## config.mk

```make
export PLATFORM = sky130hd
export DESIGN_NAME = pc_fetch
export DESIGN_NICKNAME = d
export VERILOG_FILES = /design/src/rtl/cpu_pkg.sv /design/src/rtl/npc_calc.sv /design/src/rtl/pc_fetch.sv
export SDC_FILE = /design/constraint.sdc
export NUM_CORES = 1
export LEC_CHECK = 0
export CAP_MARGIN = 15
export CORE_MARGIN = 10
export CORE_UTILIZATION = 47
export CTS_BUF_LIST = sky130_fd_sc_hd__clkbuf_8
export DETAILED_ROUTE_END_ITERATION = 16
export PLACE_DENSITY_LB_ADDON = 0.08
export SYNTH_ARGS = -nofsm -noshare
export SYNTH_HDL_FRONTEND = slang
export SYNTH_HIERARCHICAL = 1
export SYNTH_SLANG_ARGS = --single-unit
```

## constraint.sdc

```tcl
create_clock -name clk -period 4.36 [get_ports clk]
set_clock_uncertainty 0.1 [all_clocks]
set_input_delay 0.436 -clock clk [delete_from_list [all_inputs] [get_ports clk]]
set_output_delay 0.436 -clock clk [all_outputs]
set_load 0.02 [all_outputs]
```

## src/rtl/cpu_pkg.sv

```systemverilog
// Shared definitions for the CPU: next-PC select encodings, fetch-stage
// state encoding and reset constants used by fetch and the control unit.
package cpu_pkg;

    localparam logic [2:0] NPC_PC4  = 3'b000;
    localparam logic [2:0] NPC_BR   = 3'b001;
    localparam logic [2:0] NPC_JAL  = 3'b010;
    localparam logic [2:0] NPC_JALR = 3'b100;

    localparam logic [31:0] NOP_INSTR        = 32'h0000_0013;
    localparam logic [31:0] RESET_PC_DEFAULT = 32'h0000_0000;

    typedef enum logic [1:0] {
        ST_IDLE,
        ST_FETCH,
        ST_EXEC,
        ST_HALT
    } fetch_state_e;

endpackage

```

## src/rtl/npc_calc.sv

```systemverilog
// Combinational next-PC target selection and alignment check.
// Unknown npc_op encodings fall back to sequential PC+4.
module npc_calc
    import cpu_pkg::*;
(
    input  logic [31:0] pc,
    input  logic [2:0]  npc_op,
    input  logic [31:0] imm,
    input  logic [31:0] alu_out,
    output logic [31:0] target,
    output logic        misaligned
);

    always_comb begin
        target = pc + 32'd4;
        case (npc_op)
            NPC_BR, NPC_JAL: target = pc + imm;
            NPC_JALR:        target = {alu_out[31:1], 1'b0};
            default:         target = pc + 32'd4;
        endcase
        misaligned = (target[1:0] != 2'b00);
    end

endmodule

```

## src/rtl/pc_fetch.sv

```systemverilog
// Program counter and instruction-fetch stage: handshakes with instruction
// memory, holds one instruction in execute, selects next PC, traps on misalignment.
module pc_fetch
    import cpu_pkg::*;
#(
    parameter logic [31:0] RESET_PC = RESET_PC_DEFAULT
) (
    input  logic        clk,
    input  logic        rst,
    input  logic [2:0]  npc_op,
    input  logic [31:0] imm,
    input  logic [31:0] alu_out,
    input  logic        stall,
    output logic        imem_req,
    output logic [31:0] imem_addr,
    input  logic        imem_ack,
    input  logic [31:0] imem_rdata,
    output logic [31:0] instr,
    output logic        instr_valid,
    output logic        commit,
    output logic [31:0] pc,
    output logic [31:0] pc4,
    output logic        misalign,
    output logic [31:0] instret
);

    fetch_state_e state_q, state_d;
    logic [31:0]  pc_q, pc_d;
    logic [31:0]  instr_q, instr_d;
    logic [31:0]  instret_q, instret_d;
    logic         imem_req_q, imem_req_d;
    logic         instr_valid_q, instr_valid_d;
    logic         misalign_q, misalign_d;
    logic [31:0]  target;
    logic         target_misaligned;

    npc_calc u_npc_calc (
        .pc         (pc_q),
        .npc_op     (npc_op),
        .imm        (imm),
        .alu_out    (alu_out),
        .target     (target),
        .misaligned (target_misaligned)
    );

    always_comb begin
        state_d    = state_q;
        pc_d       = pc_q;
        instr_d    = instr_q;
        instret_d  = instret_q;
        misalign_d = misalign_q;
        case (state_q)
            ST_IDLE:  state_d = ST_FETCH;
            ST_FETCH: begin
                if (imem_ack) begin
                    instr_d = imem_rdata;
                    state_d = ST_EXEC;
                end
            end
            ST_EXEC: begin
                // stall takes priority, so a misaligned target only traps once stall drops
                if (!stall) begin
                    if (target_misaligned) begin
                        misalign_d = 1'b1;
                        state_d    = ST_HALT;
                    end else begin
                        pc_d      = target;
                        instret_d = instret_q + 32'd1;
                        state_d   = ST_FETCH;
                    end
                end
            end
            ST_HALT:  state_d = ST_HALT;
            default:  state_d = ST_IDLE;
        endcase
        imem_req_d    = (state_d == ST_FETCH);
        instr_valid_d = (state_d == ST_EXEC);
    end

    always_ff @(posedge clk or posedge rst) begin
        if (rst) begin
            state_q       <= ST_IDLE;
            pc_q          <= RESET_PC;
            instr_q       <= NOP_INSTR;
            instret_q     <= 32'd0;
            imem_req_q    <= 1'b0;
            instr_valid_q <= 1'b0;
            misalign_q    <= 1'b0;
        end else begin
            state_q       <= state_d;
            pc_q          <= pc_d;
            instr_q       <= instr_d;
            instret_q     <= instret_d;
            imem_req_q    <= imem_req_d;
            instr_valid_q <= instr_valid_d;
            misalign_q    <= misalign_d;
        end
    end

    assign imem_req    = imem_req_q;
    assign imem_addr   = pc_q;
    assign instr       = instr_q;
    assign instr_valid = instr_valid_q;
    assign commit      = instr_valid_q & ~stall & ~target_misaligned;
    assign pc          = pc_q;
    assign pc4         = pc_q + 32'd4;
    assign misalign    = misalign_q;
    assign instret     = instret_q;

endmodule

```

Yosys cells after proc, flatten, opt, wreduce, memory -nomap -nowiden
Cells that the tools add are included.

storage, ports and cells
  flip-flop bits (word level) = 101
  input port bits = 103
  output and inout port bits = 164
  word-level logic and storage cells = 33

operators by class
  add/subtract/negate cells = 3
  equal/unequal tests = 8
  muxes and demuxes = 5
  bitwise operators = 4
  reduce and logical (&&, ||, !) cells = 6

operator list
  kind                   count
  $pmux 32 s2            1
  $add 32x1->32 const B  1
  $add 32x3->32 const B  1
  $add 32x32->32         1
  $pmux 2 s4             1
  $eq 2x2->1 const B     3
  $mux 2                 3
  $reduce_and 3->1       2
  $eq 2x1->1 const B     2
  $eq 3x1->1 const B     1
  $eq 3x2->1 const B     1
  $eq 3x3->1 const B     1
  $and 1x1->1            2
  $logic_not 2->1        1
  $not 1->1              2
  $reduce_and 2->1       1
  $reduce_bool 2->1      1
  $reduce_or 2->1        1

Depth between registers and ports, before layout
  depth after elaboration = 8
  gate-level depth with buffers = 13
  mapped depth without buffers = 13

By module
The synthesis kept the hierarchy.

by module, submodules not included
  module    times used  cells an instance  area each (µm²)  sequential area each (µm²)
  pc_fetch  1           461                4783.3           2531.2
  npc_calc  1           404                2825.2           0.0

Worst setup path before layout
No wires, ideal clock.

  kind = register to register
  from = reg pc_q[0], in the netlist imem_addr[0]
  to = reg instret_q[28], in the netlist instret[28]
  library setup time = 0.130 ns
  arrival time = 3.106 ns
  data required time = 4.130 ns
  setup slack = 1.024 ns
  cell stages (with the launch flop) = 11
  buffers on the path = 1
  period minus slack after synthesis = 3.336 ns
  cell sequence = dfrtp_1 -> ha_1 -> inv_1 -> fa_1 -> o221ai_1 -> or2_2 -> or4b_1 -> buf_2 -> nor4_4 -> nand4_1 -> xnor2_1

between the ends
  cells in the longest elaborated chain, start to end = 5
  elaborated cells between the ends (all ways) = 6
  classes of those cells = add/sub (2); mux (1); bitwise (1); reduce/logical (2)

RTL lines
  element                                          RTL line                        source
  start: declaration                               pc_fetch.sv:28                  logic [31:0] pc_q, pc_d;
  start signal: assignment                         pc_fetch.sv:91                  pc_q <= pc_d;
  $add 32x3->32 or $add 32x32->32 (tied branches)  npc_calc.sv:19, npc_calc.sv:17
  $pmux 32 s2 *                                    npc_calc.sv:16                  case (npc_op)
  net target[1]                                    pc_fetch.sv:34                  logic [31:0] target;
  $reduce_bool 2->1 *                              npc_calc.sv:21                  misaligned = (target[1:0] != 2'b00);
  net target_misaligned                            pc_fetch.sv:35                  logic target_misaligned;
  $not 1->1 (no line) *                            -
  $reduce_and 3->1 (no line) *                     -
  end signal: assignment                           pc_fetch.sv:93                  instret_q <= instret_d;
  end: declaration                                 pc_fetch.sv:30                  logic [31:0] instret_q, instret_d;

The timed path passes the listed nets; every way through them passes the cells marked *.
A chain may end at the register's enable or synchronous reset.

Final worst setup path
  from = reg pc_q[2], in the netlist imem_addr[2]
  to = out pc4[22]

between the ends
  cells in the longest elaborated chain, start to end = 1

RTL lines
  element           RTL line         source
  $add 32x3->32     pc_fetch.sv:106  assign pc4 = pc_q + 32'd4;
  end: declaration  pc_fetch.sv:22   output logic [31:0] pc4,

No other way between the ends.

==> impl_metrics.toml <==
[finish]
post_route_cells_drive_above_1_share = 0.07952
fin_util = 0.6531
area_delta_synth_final_pct = 36.36
fillers = 1368
layout.nets = 1227
fin_area_um2 = 10380
fin_cells = 1311

[logic_synthesis]
ys_warn_count = 6
synth_top_cell_by_area = "dfrtp_1"
avgSynthCellArea_um2 = 8.796
synth_commonest_cells = "159 x nand2_1, 98 x dfrtp_1, 72 x xnor2_1"
synth-seq-cells = 101
yosysTopAreaCellShare = 0.3223
synthCells = 865
yosysSeqAreaShare = 0.3327
synth_nets = 1003
synth_top_flop_cell = "dfrtp_1"
netlist_area_um2 = 7609
synth_edf_count = 0
synth.most_common_cell = "nand2_1"
async_flop_share = 1.000
synth.area.top_cells = "dfrtp_1 32%, xnor2_1 8.3%, nand2_1 7.8%"
synth_cell_types = 72

[floorplanning]
fp.coreArea_um2 = 15890
die_h_um = 147.2
die_area_um2 = 21680
io_pins = 267
die_w_um = 147.2
initial_core_util = 0.4790
fp-row-count = 46

[placement]
gp_congestion = 0.9292
dp_cells = 1294
portBuffers = 265
hpwlAfterDp_mm = 19.51
dp_slack_ns = 0.2907
placed_area_um2 = 10170

[power_and_ir_drop]
pwr-share-comb = 0.625
power_frac_seq = 0.276
ir_drop_mv = 0.3340
power_mw = 6.077
clkPwrFrac = 0.100
cell_internal_pwr_mw = 3.275
p_leak_nw = 4.537
switchingPower_mw = 2.801
switching_share = 0.4610
power.density_nw_per_um2 = 585.7

[run_status]
outcome = "finished clean"

[timing]
slew_headroom = 0.4585
worstMarginPinSlew_ns = 0.8048
rsz0062_at_grt = "false"
finalMaxSlewViolations = 0
hold_ws_ns = 0.3423
hold_violations = 0
setup_viol = 0
period_share = 0.8450
fmax_mhz = 271.4
tns_ns = 0
worst_slack_ns = 0.6759
finalCriticalPeriod_ns = 3.684

[setup_path]
slowest_delay_ns = 0.75
required_ns = 3.82
worstReg2RegEnd = "instret[28]"
crit_path_end_kind = "output port"
cp.arrival_ns = 3.15
cp_top_family = "simple AND/OR/NAND/NOR gates"
critPathSlowestCell = "nor4_1"
critical_path_class = "reg2out"
rr_startpoint = "imem_addr[0]"
worst-path-buf-inv = 1
cp-start-kind = "flip-flop"
crit_top_cell = "nand3_1"
cp_max_fo = 11
r2r_slack_ns = 0.68
reg2regPathDepth = 9
path_cells = "ha_1 -> nand3_1 -> nor4_1 -> nand3_1 -> xnor2_1 -> clkdlybuf4s50_1"

[detailed_routing]
first_pass_iters = 5
drtIter0Drc = 452
drc = 0
vias = 7262
post_drt_wl_per_cell_um = 19.20
drt_wl_total_mm = 25.18
vias_per_cell = 5.539
antenna_left = 0

[clocking]
clock_path_buffers = 2
htreeDepth = 3
cts_inserted_buffers = 9
cts_tree = "done"
post-cts-setup-buffers = 0
clock-root-buffer = "clkbuf_8"
clkLatencyLatePin_ns = 0.38
cts_hold_buf = 0
cts_resized = 0
clkSinkCount = 101
clk_pin_slew_ns = 0.10

[global_route]
grt_start_max_net_pins = 42
antenna_found_initial = 0
grt_use_total = 0.2255
first_global_vias = 7185
grt_pass1_wl_mm = 39.91
grt_overflow = 0

[min_path]
hp-class = "in2async"

[run]
drv_cap = 0
==> final cells by class <==
cell class,count,area [um2],share of cell area
Sequential cell,101,2531,0.2440
Inverter,17,66.31,0.006392
Timing Repair Buffer,279,2758,0.2658
Tap cell,216,270.3,0.02605
Multi-Input combinational cell,681,4548,0.4384
Antenna cell,1,2.502,0.0002412
Clock inverter,7,75.07,0.007236
Clock buffer,9,123.9,0.01194
==> placed cells by master (no fill, tap or decap), types with 3 or more instances in the layout <==
cell             instances
clkdlybuf4s50_1        265
nand2_1                159
dfrtp_1                 98
xnor2_1                 72
nand3_1                 41
xor2_1                  41
ha_1                    34
nand4_1                 33
nor2_1                  32
mux2_2                  32
and3_1                  29
a21oi_1                 29
o21ai_0                 26
a21o_1                  22
inv_1                   16
a22oi_1                 16
buf_4                   14
nor3_1                  12
o221ai_1                10
clkbuf_8                 9
nor4_1                   6
nor2b_1                  6
o21ai_1                  6
o211ai_1                 5
and4_1                   4
nor3b_1                  4
or2_2                    3
inv_8                    3
dfstp_2                  3
a211oi_1                 3
mux2i_1                  3
and2_1                   3
a221oi_1                 3
a31oi_1                  3
==> sequential cells by signal (all words and copies together), names as in the netlist <==
signal,flops
imem_addr,32
imem_req,1
instr,32
instr_valid,1
instret,32
misalign,1
state_q,2
==> layer usage <==
layer / vias up / track usage / part of all wire / wire length, um
met5: - / 0 / 0 / 0
met4: 0 / 0.06987 / 0.023 / 571
met3: 36 / 0.06572 / 0.086 / 2171
met2: 304 / 0.3715 / 0.48 / 12060
met1: 3428 / 0.2781 / 0.41 / 10370
li1: 3494 / - / - / -
==> kinds of logic after synthesis <==
logic type	count (synthesis)	share of synthesized area
buffers and inverters	83	0.07022
xor gates and xnor gates	113	0.1301
AOI/OAI and AO/OA	152	0.1376
DFF	101	0.3327
muxes	35	0.05131
and+or+nand+nor	346	0.2195
adders and majority gates	35	0.05854
==> worst max-delay path by stage <==
stage	startpoint	end	slack (ns)	cells after the start
after detailed placement	imm[0]	instret[28]	0.29	10
after global placement	imm[0]	instret[28]	0.36	10
final	imem_addr[2]	pc4[22]	0.68	6
after floorplan	imem_addr[0]	instret[28]	1.02	10
after global routing	imem_addr[3]	pc4[20]	0.44	6
after CTS	imem_addr[3]	pc4[22]	0.62	6
==> power by group through the flow <==
stage                     sequential (mW)  clock [mW]  combinational (mW)
final                                1.68       0.605                3.80
after global routing                 1.74       0.671                4.08
after CTS                            1.68       0.629                3.80
after detailed placement             1.70           0                3.79
after global placement               1.68           0                3.76
after floorplan                      1.97           0                2.07
(Power assumes the default switching activity.)
